### config.mk
export PLATFORM = sky130hd
export DESIGN_NAME = udp_status_responder
export DESIGN_NICKNAME = d
export VERILOG_FILES = /design/src/rtl/udp_status_responder.sv
export SDC_FILE = /design/constraint.sdc
export NUM_CORES = 1
export LEC_CHECK = 0
export BUFFER_PORTS_ARGS = -buffer_cell sky130_fd_sc_hd__buf_2
export CORE_MARGIN = 3
export CORE_UTILIZATION = 50
export CTS_CLUSTER_DIAMETER = 60
export DETAILED_ROUTE_END_ITERATION = 12
export PLACE_DENSITY = 0.69
export SLEW_MARGIN = 20
export SYNTH_ARGS = -nofsm -noshare
export SYNTH_HDL_FRONTEND = slang
export SYNTH_SLANG_ARGS = --single-unit
### constraint.sdc
create_clock -name clock -period 2.7 [get_ports clock]
set_input_delay 0.135 -clock clock [delete_from_list [all_inputs] [get_ports clock]]
set_output_delay 0.135 -clock clock [all_outputs]
set_load 0.01 [all_outputs]
### src/rtl/udp_status_responder.sv
// udp_status_responder
// Transmit-side companion to the UDP receive path. On each request pulse it
// streams one fixed 8-byte status payload into the liteeth udp0_sink port:
//   byte 0..1 magic, 2..3 frame sequence, 4 status, 5..6 rx packet count,
//   7 rx error count.
// Receive traffic is counted by passively tapping the udp0_source handshake.
// One request may be held pending while a packet is in flight; further
// requests are dropped and counted.
//
// Ports:
//   clock, reset            system clock, synchronous active-high reset
//   req_valid/seq/status    single-cycle send request and its payload fields
//   rx_valid/ready/last/error  taps of the udp0_source stream
//   udp0_sink_*             outgoing byte stream to liteeth
//   busy                    packet in flight or pending slot occupied
//   dropped_count           saturating count of lost requests
module udp_status_responder #(
  parameter logic [7:0] MAGIC_HI = 8'h4C,
  parameter logic [7:0] MAGIC_LO = 8'h43
) (
  input  logic        clock,
  input  logic        reset,
  input  logic        req_valid,
  input  logic [15:0] req_seq,
  input  logic [7:0]  req_status,
  input  logic        rx_valid,
  input  logic        rx_ready,
  input  logic        rx_last,
  input  logic        rx_error,
  output logic        udp0_sink_valid,
  output logic        udp0_sink_last,
  output logic [7:0]  udp0_sink_data,
  input  logic        udp0_sink_ready,
  output logic        busy,
  output logic [7:0]  dropped_count
);

  typedef enum logic [0:0] {StIdle, StSend} state_e;

  state_e      state_q, state_d;
  logic [2:0]  idx_q, idx_d;

  logic [15:0] act_seq_q, act_seq_d;
  logic [7:0]  act_status_q, act_status_d;
  logic [15:0] act_pkt_q, act_pkt_d;
  logic [7:0]  act_err_q, act_err_d;

  logic        pend_full_q, pend_full_d;
  logic [15:0] pend_seq_q, pend_seq_d;
  logic [7:0]  pend_status_q, pend_status_d;
  logic [15:0] pend_pkt_q, pend_pkt_d;
  logic [7:0]  pend_err_q, pend_err_d;

  logic [15:0] rx_pkt_count_q, rx_pkt_count_d;
  logic [7:0]  rx_err_count_q, rx_err_count_d;
  logic [7:0]  dropped_q, dropped_d;

  logic pkt_end;
  logic beat_fire;
  logic last_fire;

  assign pkt_end   = rx_valid & rx_ready & rx_last;
  assign beat_fire = (state_q == StSend) & udp0_sink_ready;
  assign last_fire = beat_fire & (idx_q == 3'd7);

  always_comb begin
    state_d        = state_q;
    idx_d          = idx_q;
    act_seq_d      = act_seq_q;
    act_status_d   = act_status_q;
    act_pkt_d      = act_pkt_q;
    act_err_d      = act_err_q;
    pend_full_d    = pend_full_q;
    pend_seq_d     = pend_seq_q;
    pend_status_d  = pend_status_q;
    pend_pkt_d     = pend_pkt_q;
    pend_err_d     = pend_err_q;
    rx_pkt_count_d = rx_pkt_count_q;
    rx_err_count_d = rx_err_count_q;
    dropped_d      = dropped_q;

    // Counting is independent of the transmit state.
    if (pkt_end) begin
      rx_pkt_count_d = rx_pkt_count_q + 16'd1;
      if (rx_error && (rx_err_count_q != 8'hFF)) begin
        rx_err_count_d = rx_err_count_q + 8'd1;
      end
    end

    // Snapshots below use the _q counters, i.e. values before this cycle's count.
    unique case (state_q)
      StIdle: begin
        if (req_valid) begin
          act_seq_d    = req_seq;
          act_status_d = req_status;
          act_pkt_d    = rx_pkt_count_q;
          act_err_d    = rx_err_count_q;
          idx_d        = 3'd0;
          state_d      = StSend;
        end
      end
      StSend: begin
        if (beat_fire) begin
          idx_d = idx_q + 3'd1;
        end
        if (last_fire) begin
          if (pend_full_q) begin
            act_seq_d    = pend_seq_q;
            act_status_d = pend_status_q;
            act_pkt_d    = pend_pkt_q;
            act_err_d    = pend_err_q;
            if (req_valid) begin
              // The freed pending slot takes the new request, so nothing is lost.
              pend_seq_d    = req_seq;
              pend_status_d = req_status;
              pend_pkt_d    = rx_pkt_count_q;
              pend_err_d    = rx_err_count_q;
            end else begin
              pend_full_d = 1'b0;
            end
          end else if (req_valid) begin
            act_seq_d    = req_seq;
            act_status_d = req_status;
            act_pkt_d    = rx_pkt_count_q;
            act_err_d    = rx_err_count_q;
          end else begin
            state_d = StIdle;
          end
        end else if (req_valid) begin
          if (!pend_full_q) begin
            pend_full_d   = 1'b1;
            pend_seq_d    = req_seq;
            pend_status_d = req_status;
            pend_pkt_d    = rx_pkt_count_q;
            pend_err_d    = rx_err_count_q;
          end else if (dropped_q != 8'hFF) begin
            dropped_d = dropped_q + 8'd1;
          end
        end
      end
      default: state_d = StIdle;
    endcase
  end

  always_ff @(posedge clock) begin
    if (reset) begin
      state_q        <= StIdle;
      idx_q          <= 3'd0;
      act_seq_q      <= 16'd0;
      act_status_q   <= 8'd0;
      act_pkt_q      <= 16'd0;
      act_err_q      <= 8'd0;
      pend_full_q    <= 1'b0;
      pend_seq_q     <= 16'd0;
      pend_status_q  <= 8'd0;
      pend_pkt_q     <= 16'd0;
      pend_err_q     <= 8'd0;
      rx_pkt_count_q <= 16'd0;
      rx_err_count_q <= 8'd0;
      dropped_q      <= 8'd0;
    end else begin
      state_q        <= state_d;
      idx_q          <= idx_d;
      act_seq_q      <= act_seq_d;
      act_status_q   <= act_status_d;
      act_pkt_q      <= act_pkt_d;
      act_err_q      <= act_err_d;
      pend_full_q    <= pend_full_d;
      pend_seq_q     <= pend_seq_d;
      pend_status_q  <= pend_status_d;
      pend_pkt_q     <= pend_pkt_d;
      pend_err_q     <= pend_err_d;
      rx_pkt_count_q <= rx_pkt_count_d;
      rx_err_count_q <= rx_err_count_d;
      dropped_q      <= dropped_d;
    end
  end

  // Outputs derive only from registered state, so they hold while stalled.
  always_comb begin
    udp0_sink_data = 8'h00;
    if (state_q == StSend) begin
      case (idx_q)
        3'd0:    udp0_sink_data = MAGIC_HI;
        3'd1:    udp0_sink_data = MAGIC_LO;
        3'd2:    udp0_sink_data = act_seq_q[15:8];
        3'd3:    udp0_sink_data = act_seq_q[7:0];
        3'd4:    udp0_sink_data = act_status_q;
        3'd5:    udp0_sink_data = act_pkt_q[15:8];
        3'd6:    udp0_sink_data = act_pkt_q[7:0];
        default: udp0_sink_data = act_err_q;
      endcase
    end
  end

  assign udp0_sink_valid = (state_q == StSend);
  assign udp0_sink_last  = (state_q == StSend) & (idx_q == 3'd7);
  assign busy            = (state_q == StSend) | pend_full_q;
  assign dropped_count   = dropped_q;

endmodule

==> After elaboration in Yosys (flattened, before gate mapping) <==
Index checks and enable logic that the tools add are counted.
{ "totals": {"ff_bits": 133, "output_inout_bits": 19, "word_cells": 97} }
{ "op_classes": {"n_eq_ne": 15, "muxes": 48, "reduce_logical": 8, "n_addsub": 4, "bitwise_logic": 8} }
{ "ops": {"columns": ["cell", "n"], "rows": [
  ["$mux W16", 16],
  ["$mux W8", 17],
  ["$pmux W16 S2", 2],
  ["$pmux W8 S7", 1],
  ["$pmux W8 S2", 2],
  ["$add A16 B1 Y16 const B", 1],
  ["$add A8 B1 Y8 const B", 2],
  ["$ne A8 B8 Y1 const B", 2],
  ["$eq A3 B3 Y1 const B", 4],
  ["$reduce_and A5 Y1", 2],
  ["$eq A3 B2 Y1 const B", 2],
  ["$mux W1", 6],
  ["$mux W3", 2],
  ["$ne A2 B1 Y1 const B", 3],
  ["$ne A2 B2 Y1 const B", 3],
  ["$pmux W3 S2", 1],
  ["$reduce_and A2 Y1", 3],
  ["$and A1 B1 Y1", 5],
  ["$add A3 B1 Y3 const B", 1],
  ["$eq A3 B1 Y1 const B", 1],
  ["$logic_not A3 Y1", 1],
  ["$not A1 Y1", 2],
  ["$pmux W1 S2", 1],
  ["$reduce_bool A2 Y1", 1],
  ["2 further kinds", 2]
]} }

==> Longest topological paths before layout <==
Gate-level depths: netlist of the first run.
{ "depth": {"word_depth": 4, "ltp_mapped": 8} }

==> Least setup slack after synthesis of the first run <==
No wires, ideal clock.
{ "synth_timing": {"path_type": "reg-to-output", "from": "reg idx_q[2]", "to": "out udp0_sink_data[0]", "path_slack_ns": 0.591, "path_stages_with_launch": 9, "required_time_ns": 2.565, "arrival_time_ns": 1.974, "cell_sequence": "dfxtp_1 -> clkbuf_1 -> inv_1 -> ha_1 -> clkbuf_1 -> or4_1 -> clkbuf_1 -> o21ai_0 -> a21oi_1"} }
{ "synth_between": {"elab_chain_len": 3, "word_cells_on_any_way": 9, "classes_between": "eq/ne (6); mux (2); reduce/logical (1)"} }
{ "synth_rtl": {"columns": ["item", "line", "source"], "rows": [
  ["start: declaration", "41", "logic [2:0] idx_q, idx_d;"],
  ["start signal: assignment", "163", "idx_q <= idx_d;"],
  ["$eq A3 B3 Y1, or another cell as far along", "183", "case (idx_q)"],
  ["$pmux W8 S7 (*)", "183", null],
  ["$mux W8 (*)", "182", "if (state_q == StSend) begin"],
  ["end: declaration", "32", "output logic [7:0] udp0_sink_data,"]
]} }
Mark *: on every way between the ends. The rest lies on a longest branch, timed or not.

==> Worst setup path after layout of the first run <==
{ "layout_timing": {"from": "reg idx_q[0]", "to": "out udp0_sink_data[4]"} }
The elaborated chain is that of the path after synthesis.

==> reports/metrics.yaml, run 1 <==
status: "completed"
numCtsBuffers: 17
seq_power_share: 0.435
grt_overflow: 0
yosys.area.top_type: "dfxtp_1"
fin_crit_sh: 0.967
tightest_slew_ns: 0.686
clkPwrFrac: 0.467
grt_pass1_vias: 5514
p_int_w: 0.00360
switchingPower_w: 0.00125
placementRows: 39
syn_inst: 778
crit_path_max_fanout: 10
cp-start-kind: "register"
hold_viol_final: 0
synth_warnings: 0
clock.fmax_mhz: 383
synth_top_area_share: 0.432
cts_tree: "built"
period_needed_ns: 2.61
sw_frac_of_total: 0.258
synthArstFlopShare: 0
synth.avg_cell_area_um2: 7.93
synth_ff_type: "dfxtp_1"
clock_skew_ns: 0.00676
io_buffers: 50
clock_latency_ns: 0.41
drv_slew: 0
die_w_um: 117
fin_setup_tns_ns: 0
synth_edf_count: 0
synthTopCellsByArea: "dfxtp_1 43%, a21oi_1 7.6%, nand2_1 6.7%, nand3b_1 5.4%, nor2_1 4.7%"
final_area_um2: 7310
grt_pass1_wl_um: 26700
max-cap-violations: 0
slew_headroom: 0.543
diodes: 0
core-area_um2: 11700
grt_max_degree: 64
ys_ff_latch: 133
holdCritPathClass: "primary input to register"
drc: 0
syn_area_um2: 6170
synth-seq-area-share: 0.432
area_growth_syn_to_layout_pct: 18.5
clk_pin_slew_ns: 0.06
synth.distinct_cells: 50
worstSetupEndpointType: "output port"
grt.total_usage: 0.246
crit_type: "register to output port"
clock_path_buffers: 2
cts_sinks: 133
setup_viol: 0
min_from: "udp0_sink_ready"
crit_start: "idx_q[0]"
grt_antenna_before_repair: 0
cp.arrival_ns: 2.48
p_comb_frac: 0.098
initial_core_util: 0.526
num_vias: 5771
drive_above_1_share: 0.136
clockRootBuffer: "clkbuf_16"
boundaryPins: 51
rsz0062_at_grt: "false"
routed_wl_um: 15600
place_congestion: 0.946
final_nets: 867
synthesis.nets: 819
powerDensity_nw_per_um2: 665
postCtsSetupRepairBufs: 0
wl_per_cell_um: 15.9
htreeDepth: 4
die-area_um2: 13700
drt_iter0_markers: 549
dp_hpwl_um: 10600
leakagePower_nw: 2.66
r2r_start: "idx_q[0]"
vias_per_cell: 5.88
first_pass_iters: 5
required_ns: 2.57
vdd_drop_max_v: 0.000451
die_y_um: 117
postRouteAntennaNets: 0
placedInstanceArea_um2: 6480
-- what timing repair did --
item,CTS,global route
resized for setup,1,1
hold endpoints to repair,24,0
hold buffers,24,0
pin swaps,0,0
endpoints found under the setup margin,4,7
-- critical path, stage by stage, from the launching register on --
cell and delay, ns:
dfxtp_1 0.35, ha_1 0.23, ha_1 0.33, or4_4 0.64
o21ai_0 0.26, a31oi_1 0.10, buf_2 0.16
-- per-stage QoR --
| step | std cells | setup slack (ns) | total power (W) | hold slack (ns) | utilization |
|---|---|---|---|---|---|
| after detailed placement | 926 | 0.441 | 0.00260 | 0.390 | 0.553 |
| after global placement | 926 | 0.489 | 0.00258 | 0.383 | 0.553 |
| after floorplan | 778 | 0.591 | 0.00244 | 0.271 | - |
| after global routing | 982 | 0.00862 | 0.00505 | 0.105 | 0.624 |
| after CTS | 982 | 0.00309 | 0.00489 | 0.0865 | 0.624 |
| final | 982 | 0.0895 | 0.00486 | 0.116 | 0.624 |
-- cell families after synthesis --
logic type | count (synthesis) | share of synthesized area
mux | 7 | 0.0122
xor+xnor | 13 | 0.0185
fa+ha+maj | 9 | 0.0183
buf+inv | 74 | 0.0497
flops | 133 | 0.432
simple gates | 333 | 0.266
compound gates | 209 | 0.204
-- power by group through the flow --
| stage | combinational (W) | clock, W | sequential (W) |
|---|---|---|---|
| final | 0.000476 | 0.00227 | 0.00211 |
| after CTS | 0.000473 | 0.00231 | 0.00211 |
| after detailed placement | 0.000443 | 0 | 0.00215 |
| after global placement | 0.000430 | 0 | 0.00215 |
| after floorplan | 0.000320 | 0 | 0.00212 |
| after global routing | 0.000538 | 0.00239 | 0.00212 |
-- final timing paths --
kind	endpoint	slack [ns]	cells after the start
setup / recovery	udp0_sink_data[4]	0.09	6
hold / removal	idx_q[1]	0.12	3
setup reg to reg	dropped_count[3]	0.63	6
hold reg to reg	pend_pkt_q[5]	0.45	2
-- registers in the layout, indices dropped and copies added (netlist names), 8 cells and up --
| register | count |
|---|---|
| act_status_q | 8 |
| dropped_count | 8 |
| rx_err_count_q | 8 |
| act_err_q | 8 |
| act_seq_q | 16 |
| act_pkt_q | 16 |
| pend_seq_q | 16 |
| pend_pkt_q | 16 |
| rx_pkt_count_q | 16 |
| pend_err_q | 8 |
| pend_status_q | 8 |
-- placed cells by master (no fill, tap or decap), types with 5 or more instances in the layout --
cell,Yosys,layout
dfxtp_1,133,133
nand2_1,110,109
a21oi_1,94,94
nor2_1,77,76
buf_2,4,49
nand3b_1,44,44
o21ai_0,41,41
a211oi_1,34,34
dlygate4sd3_1,0,24
nor3_1,23,23
nand3_1,21,21
nand2b_1,20,20
buf_4,1,20
clkbuf_16,0,17
xnor2_1,11,11
inv_1,10,10
ha_1,9,9
a31oi_1,7,7
nand4_1,6,6
a32oi_1,5,5
clkinvlp_4,0,5
-- final cells by class --
| type | instances | area [um2] |
|---|---|---|
| Fill cell | 1012 | 4400 |
| Multi-Input combinational cell | 571 | 3210 |
| Sequential cell | 133 | 2660 |
| Timing Repair Buffer | 93 | 636 |
| Clock buffer | 18 | 429 |
| Tap cell | 143 | 179 |
| Clock inverter | 14 | 154 |
| Inverter | 10 | 37.5 |
-- layer usage --
layer  track usage  vias to the layer above  wire (um)
li1              -                     2833          -
met1         0.323                     2729       7110
met2         0.395                      181       7270
met3        0.0560                       28        922
met4        0.0971                        0        333
met5             0                        -          0
-- cells in the mapped netlist, types with 3 or more instances --
cell type and instances:
nor3_1 23, mux2_2 4, a21boi_0 3, mux2i_1 3
nand3_1 21, a221oi_1 3, nor4_1 5, nor2b_1 3
dfxtp_1 133, o21ai_0 41, clkbuf_1 52, nand2_1 110
inv_1 10, nor2_1 77, a22oi_1 3, nand3b_1 44
a31oi_1 7, or2_2 3, ha_1 9, buf_2 4
or4_1 3, a21oi_1 94, and3_1 4, xnor2_1 11
o41ai_1 3, buf_1 5, nand2b_1 20, and2_1 4
a32oi_1 5, a22o_1 3, and4_1 3, a211oi_1 34
nand4_1 6
Power figures use the tool's default switching activity.
==> run 2: changes to the inputs <==
Clock period 2.7 ns to 3.4 ns, I/O delays scaled along.
==> run 2 against run 1 <==
Compared with the run above:
- sequential cell count unchanged
- clock skew rose by 0.0023 ns
- sequential share of layout area grew 0.17 points
- critical endpoint is now udp0_sink_data[6]
- via count fell by 2.4%
- largest power group unchanged
==> reports/metrics.yaml, run 2 (synthesized netlist as in run 1, its figures left out) <==
status: "completed"
multi_input_area_um2: 3200  # -0.31%
slew_headroom: 0.372  # -0.170
cp-start-kind: "register"
holdPathStages: 3  # unchanged
r2r_start: "udp0_sink_valid"
crit_type: "register to output port"
clock_path_buffers: 2  # unchanged
htreeDepth: 4  # unchanged
final_nets: 858  # -1.0%
fin_setup_tns_ns: 0  # unchanged
period_needed_ns: 2.89
hold_viol_final: 0  # unchanged
area_growth_syn_to_layout_pct: 18.0
ff2ff_path_depth: 5  # -1
cp.arrival_ns: 2.72  # +0.24 ns
diodes: 0  # unchanged
grt_pass1_wl_um: 26200  # -1.9%
placementRows: 39  # unchanged
boundaryPins: 51  # unchanged
routed_wl_um: 15600  # about the same
placedInstanceArea_um2: 6430  # -0.70%
clock_latency_ns: 0.42  # about the same
dp_slack_ns: 1.02  # +0.583 ns
numCtsBuffers: 17  # unchanged
seq_area_um2: 2660  # unchanged
grt_max_degree: 88  # +38%
vias_per_cell: 5.80  # -1.4%
drv_slew: 0  # unchanged
cts_sinks: 133  # unchanged
num_vias: 5634  # -2.4%
rsz0062_at_grt: "false"
dp_hpwl_um: 10400  # -1.7%
max-cap-violations: 0  # unchanged
post_cts_resized: 0  # -1
wl_per_cell_um: 16.1  # +1.0%
grt.total_usage: 0.243  # -0.00280
place_congestion: 0.920  # -2.7%
initial_core_util: 0.526  # unchanged
drc: 0  # unchanged
wl_met3_um: 705  # -24%
m1WireLength_um: 7350  # +3.4%
worstReg2RegEnd: "act_seq_q[9]"
setup_viol: 0  # unchanged
final_area_um2: 7280  # -0.46%
vdd_drop_max_v: 0.000355  # -21%
drt_iter0_markers: 465  # -15%
final_common_cell: "dfxtp_1"
clk_pin_slew_ns: 0.05  # about the same
topRoutingLayerUsed: "met4"
crit_path_max_fanout: 10  # unchanged
wl_met2_um: 7330  # +0.95%
r2r_slack_ns: 1.21  # +0.58 ns
die-area_um2: 13700  # unchanged
worstSetupEndpointType: "output port"
drive_above_1_share: 0.125  # -0.0104
clock.fmax_mhz: 345
first_pass_iters: 6  # +1
min_to: "pend_seq_q[1]"
grt_overflow: 0  # unchanged
grt_pass1_vias: 5201  # -5.7%
powerDensity_nw_per_um2: 550  # -17%
nFillCells: 1036  # +2.4%
min_from: "req_seq[1]"
tightest_slew_ns: 0.933  # +0.247 ns
postRouteAntennaNets: 0  # unchanged
cts_tree: "built"
io_buffers: 50  # unchanged
clock_skew_ns: 0.00903  # +0.00227 ns
clockRootBuffer: "clkbuf_16"
die_w_um: 117  # unchanged
holdCritPathClass: "primary input to register"
fin_crit_sh: 0.851
die_y_um: 117  # unchanged
leakagePower_nw: 2.66  # -0.19%
core-area_um2: 11700  # unchanged
setup_slack_ns: 0.505  # +0.416 ns
grt_antenna_before_repair: 0  # unchanged
layout_common_cells: "133 x dfxtp_1, 109 x nand2_1, 94 x a21oi_1, 76 x nor2_1, 49 x buf_2"
required_ns: 3.23  # +0.66 ns
==> run 2: layout make-up <==
cell class / count / share of cell area
clock buffers: 23 / 0.0671
clock inverters: 8 / 0.0201
inverters: 10 / 0.00516
multi-input cells: 571 / 0.440
flip-flops and latches: 133 / 0.366
well taps: 143 / 0.0246
repair buffers: 84 / 0.0770
==> run 2: how the worst max path moves through the flow <==
stage,to,slack (ns),startpoint,cells after the start
2_1_floorplan,udp0_sink_data[0],1.26,idx_q[2],8
3_3_place_gp,udp0_sink_data[6],1.12,idx_q[0],6
3_5_place_dp,udp0_sink_data[6],1.02,idx_q[0],6
4_1_cts,udp0_sink_data[6],0.57,idx_q[0],6
5_1_grt,udp0_sink_data[6],0.31,idx_q[0],6
6_report,udp0_sink_data[6],0.51,idx_q[0],6
==> run 2: timing repair <==
action,in CTS,in global routing
hold buffers,20,1
endpoints found under the hold margin,20,1
buffers inserted,0,0
==> run 2: power breakdown <==
group	switching, W	total (W)	internal, W
clock	0.000655	0.00195	0.00130
sequential	0.0000543	0.00168	0.00163
combinational	0.000223	0.000365	0.000141
==> run 2: critical path, cell delays in order (launching register included) <==
cell     delay (ns)
dfxtp_1        0.34
ha_1           0.24
ha_1           0.32
nor4_1         0.83
a21oi_1        0.16
a31oi_1        0.23
buf_2          0.18
==> run 2: stage by stage <==
stage                     hold slack [ns]   util  power (W)  instances
after global routing               0.0161  0.621    0.00416        972
after floorplan                     0.306      -    0.00194        778
after global placement              0.417  0.549    0.00205        920
after detailed placement            0.425  0.549    0.00206        920
final                              0.0131  0.621    0.00400        972
after CTS                         0.00216  0.620    0.00402        971
==> run 2: per-layer routing <==
metal | track usage | vias up
met5 | 0 | -
met4 | 0.0826 | 0
met3 | 0.0586 | 20
met2 | 0.392 | 137
met1 | 0.322 | 2655
li1 | - | 2822
==> run 3: changes to the inputs <==
Settings changed: BUFFER_PORTS_ARGS -buffer_cell sky130_fd_sc_hd__buf_2 to -buffer_cell sky130_fd_sc_hd__clkbuf_2.
==> run 3 against run 2 <==
Compared with the run above:
- die area unchanged
- register-to-register slack got worse by 0.06 ns
- utilization shrank 0.36 points
- final cell count is 0.31% higher
- sequential share of layout area is 0.22 points higher
- critical path depth did not move
- combinational power hardly changed
- worst hold slack better by 0.12 ns
- critical path type unchanged
- critical endpoint unchanged
==> reports/metrics.yaml, run 3 (synthesized netlist as in run 1, its figures left out) <==
status: "completed"
grt_antenna_before_repair: 0  # unchanged
r2r_slack_ns: 1.15  # -0.06 ns
clock.fmax_mhz: 359  # +3.9%
first_pass_iters: 5  # -1
final_common_cell: "dfxtp_1"
grt_max_degree: 88  # unchanged
die-area_um2: 13700  # unchanged
fin_crit_sh: 0.819  # -0.0321
postRouteAntennaNets: 0  # unchanged
hold_viol_final: 0  # unchanged
final_nets: 861  # +0.35%
grt_overflow: 0  # unchanged
slowest_stage: "nor4_1"
worstReg2RegEnd: "act_pkt_q[3]"
worstSetupEndpointType: "output port"
seq_area_um2: 2660  # unchanged
multi_input_area_um2: 3200  # unchanged
final_area_um2: 7230  # -0.58%
initial_core_util: 0.526  # unchanged
area_growth_syn_to_layout_pct: 17.3
max-cap-violations: 0  # unchanged
leakagePower_nw: 2.63  # -1.1%
io_buffers: 50  # unchanged
period_needed_ns: 2.79  # -0.109 ns
vdd_drop_max_v: 0.000395  # +11%
min_to: "idx_q[1]"
layout_common_cells: "133 x dfxtp_1, 109 x nand2_1, 94 x a21oi_1, 76 x nor2_1, 49 x clkbuf_2"
htreeDepth: 4  # unchanged
drt_iter0_markers: 351  # -25%
drv_slew: 0  # unchanged
fin_cells: 975  # +0.31%
crit_buf_inv: 1  # unchanged
drive_above_1_share: 0.126  # +0.000750
grt.total_usage: 0.240  # -0.00331
ff2ff_path_depth: 5  # unchanged
diodes: 0  # unchanged
cts_tree: "built"
place_congestion: 0.850  # -7.6%
grt_pass1_vias: 5347  # +2.8%
vias_per_cell: 5.81  # +0.31%
crit_path_max_incr_delay_ns: 0.70  # -0.13 ns
dp_hpwl_um: 10400  # +0.13%
hold_buffers: 24  # +20%
crit_path_max_fanout: 10  # unchanged
postCtsSetupRepairBufs: 0  # unchanged
grt_pass1_wl_um: 25900  # -1.0%
numCtsBuffers: 17  # unchanged
setup_viol: 0  # unchanged
cp.arrival_ns: 2.62  # -0.10 ns
placedInstanceArea_um2: 6430  # unchanged
post_cts_resized: 0  # unchanged
num_vias: 5669  # +0.62%
placementRows: 39  # unchanged
clock_path_buffers: 2  # unchanged
holdPathStages: 3  # unchanged
clock_skew_ns: 0.00633  # -0.00270 ns
die_w_um: 117  # unchanged
crit_type: "register to output port"
boundaryPins: 51  # unchanged
dp_cells: 920  # unchanged
drc: 0  # unchanged
clockRootBuffer: "clkbuf_16"
routed_wl_um: 15600  # about the same
min_from: "udp0_sink_ready"
crit_chain: "ha_1, ha_1, nor4_1, a21oi_1, a31oi_1, clkbuf_2"
nFillCells: 1041  # +0.48%
slew_headroom: 0.346  # -0.0264
tightest_slew_ns: 0.981  # +0.0482 ns
r2r_start: "udp0_sink_valid"
cp-start-kind: "register"
path_common_cell: "ha_1"
core-area_um2: 11700  # unchanged
crit_family: "simple AND/OR/NAND/NOR gates"
fin_setup_tns_ns: 0  # unchanged
required_ns: 3.23  # about the same
wl_per_cell_um: 16.0  # -0.39%
rsz0062_at_grt: "false"
holdCritPathClass: "primary input to register"
cts_sinks: 133  # unchanged
die_y_um: 117  # unchanged
clk_pin_slew_ns: 0.05  # about the same
clock_latency_ns: 0.42  # about the same
powerDensity_nw_per_um2: 523  # -4.9%
[run 3: cell count changes in the layout (fill, tap and decap cells not counted), moves of 2 or more]
| cell | delta |
|---|---|
| clkinv_2 | +3 |
| clkbuf_2 | +49 |
| bufinv_16 | -3 |
| dlygate4sd3_1 | +3 |
| clkinvlp_4 | +2 |
| buf_2 | -49 |
[run 3: worst max-delay path by stage]
| stage | start | endpoint | slack (ns) | depth (start not counted) |
|---|---|---|---|---|
| CTS | idx_q[0] | udp0_sink_data[6] | 0.64 | 6 |
| global route | idx_q[0] | udp0_sink_data[6] | 0.46 | 6 |
| global placement | idx_q[0] | udp0_sink_data[5] | 1.12 | 6 |
| finish | idx_q[0] | udp0_sink_data[6] | 0.61 | 6 |
| detailed placement | idx_q[0] | udp0_sink_data[6] | 1.09 | 6 |
| floorplan | idx_q[2] | udp0_sink_data[0] | 1.26 | 8 |
[run 3: where the power goes]
group	switching (W)	total [W]	internal (W)	leakage (nW)
combinational	0.000223	0.000367	0.000144	1.27
sequential	0.0000532	0.00168	0.00163	1.08
clock	0.000663	0.00173	0.00107	0.274
[run 3: area by class of cell]
cell class / count / area share
Clock inverter: 9 / 0.0107
Tap cell: 143 / 0.0247
Multi-Input combinational cell: 571 / 0.443
Inverter: 10 / 0.00519
Sequential cell: 133 / 0.368
Timing Repair Buffer: 87 / 0.0816
Clock buffer: 22 / 0.0669
[run 3: worst register-to-register path, cell delays in order, from the launching register on]
cell	delay [ns]
dfxtp_1	0.66
nand2_2	0.67
buf_4	0.46
nand3b_1	0.11
a21oi_1	0.09
nor3_1	0.17
[run 3: stage by stage]
step | hold WS (ns) | setup WS [ns] | total power (W) | utilization
floorplan | 0.306 | 1.26 | 0.00194 | -
global placement | 0.402 | 1.12 | 0.00205 | 0.549
CTS | 0.115 | 0.639 | 0.00380 | 0.618
detailed placement | 0.413 | 1.09 | 0.00206 | 0.549
global route | 0.147 | 0.458 | 0.00394 | 0.618
finish | 0.138 | 0.614 | 0.00378 | 0.618
[run 3: layer usage]
layer	up-vias	share of wire	wire length, um	GRT usage
li1	2827	-	-	-
met1	2676	0.46	7250	0.313
met2	134	0.47	7370	0.388
met3	32	0.042	659	0.0555
met4	0	0.022	338	0.0917
met5	-	0	0	0
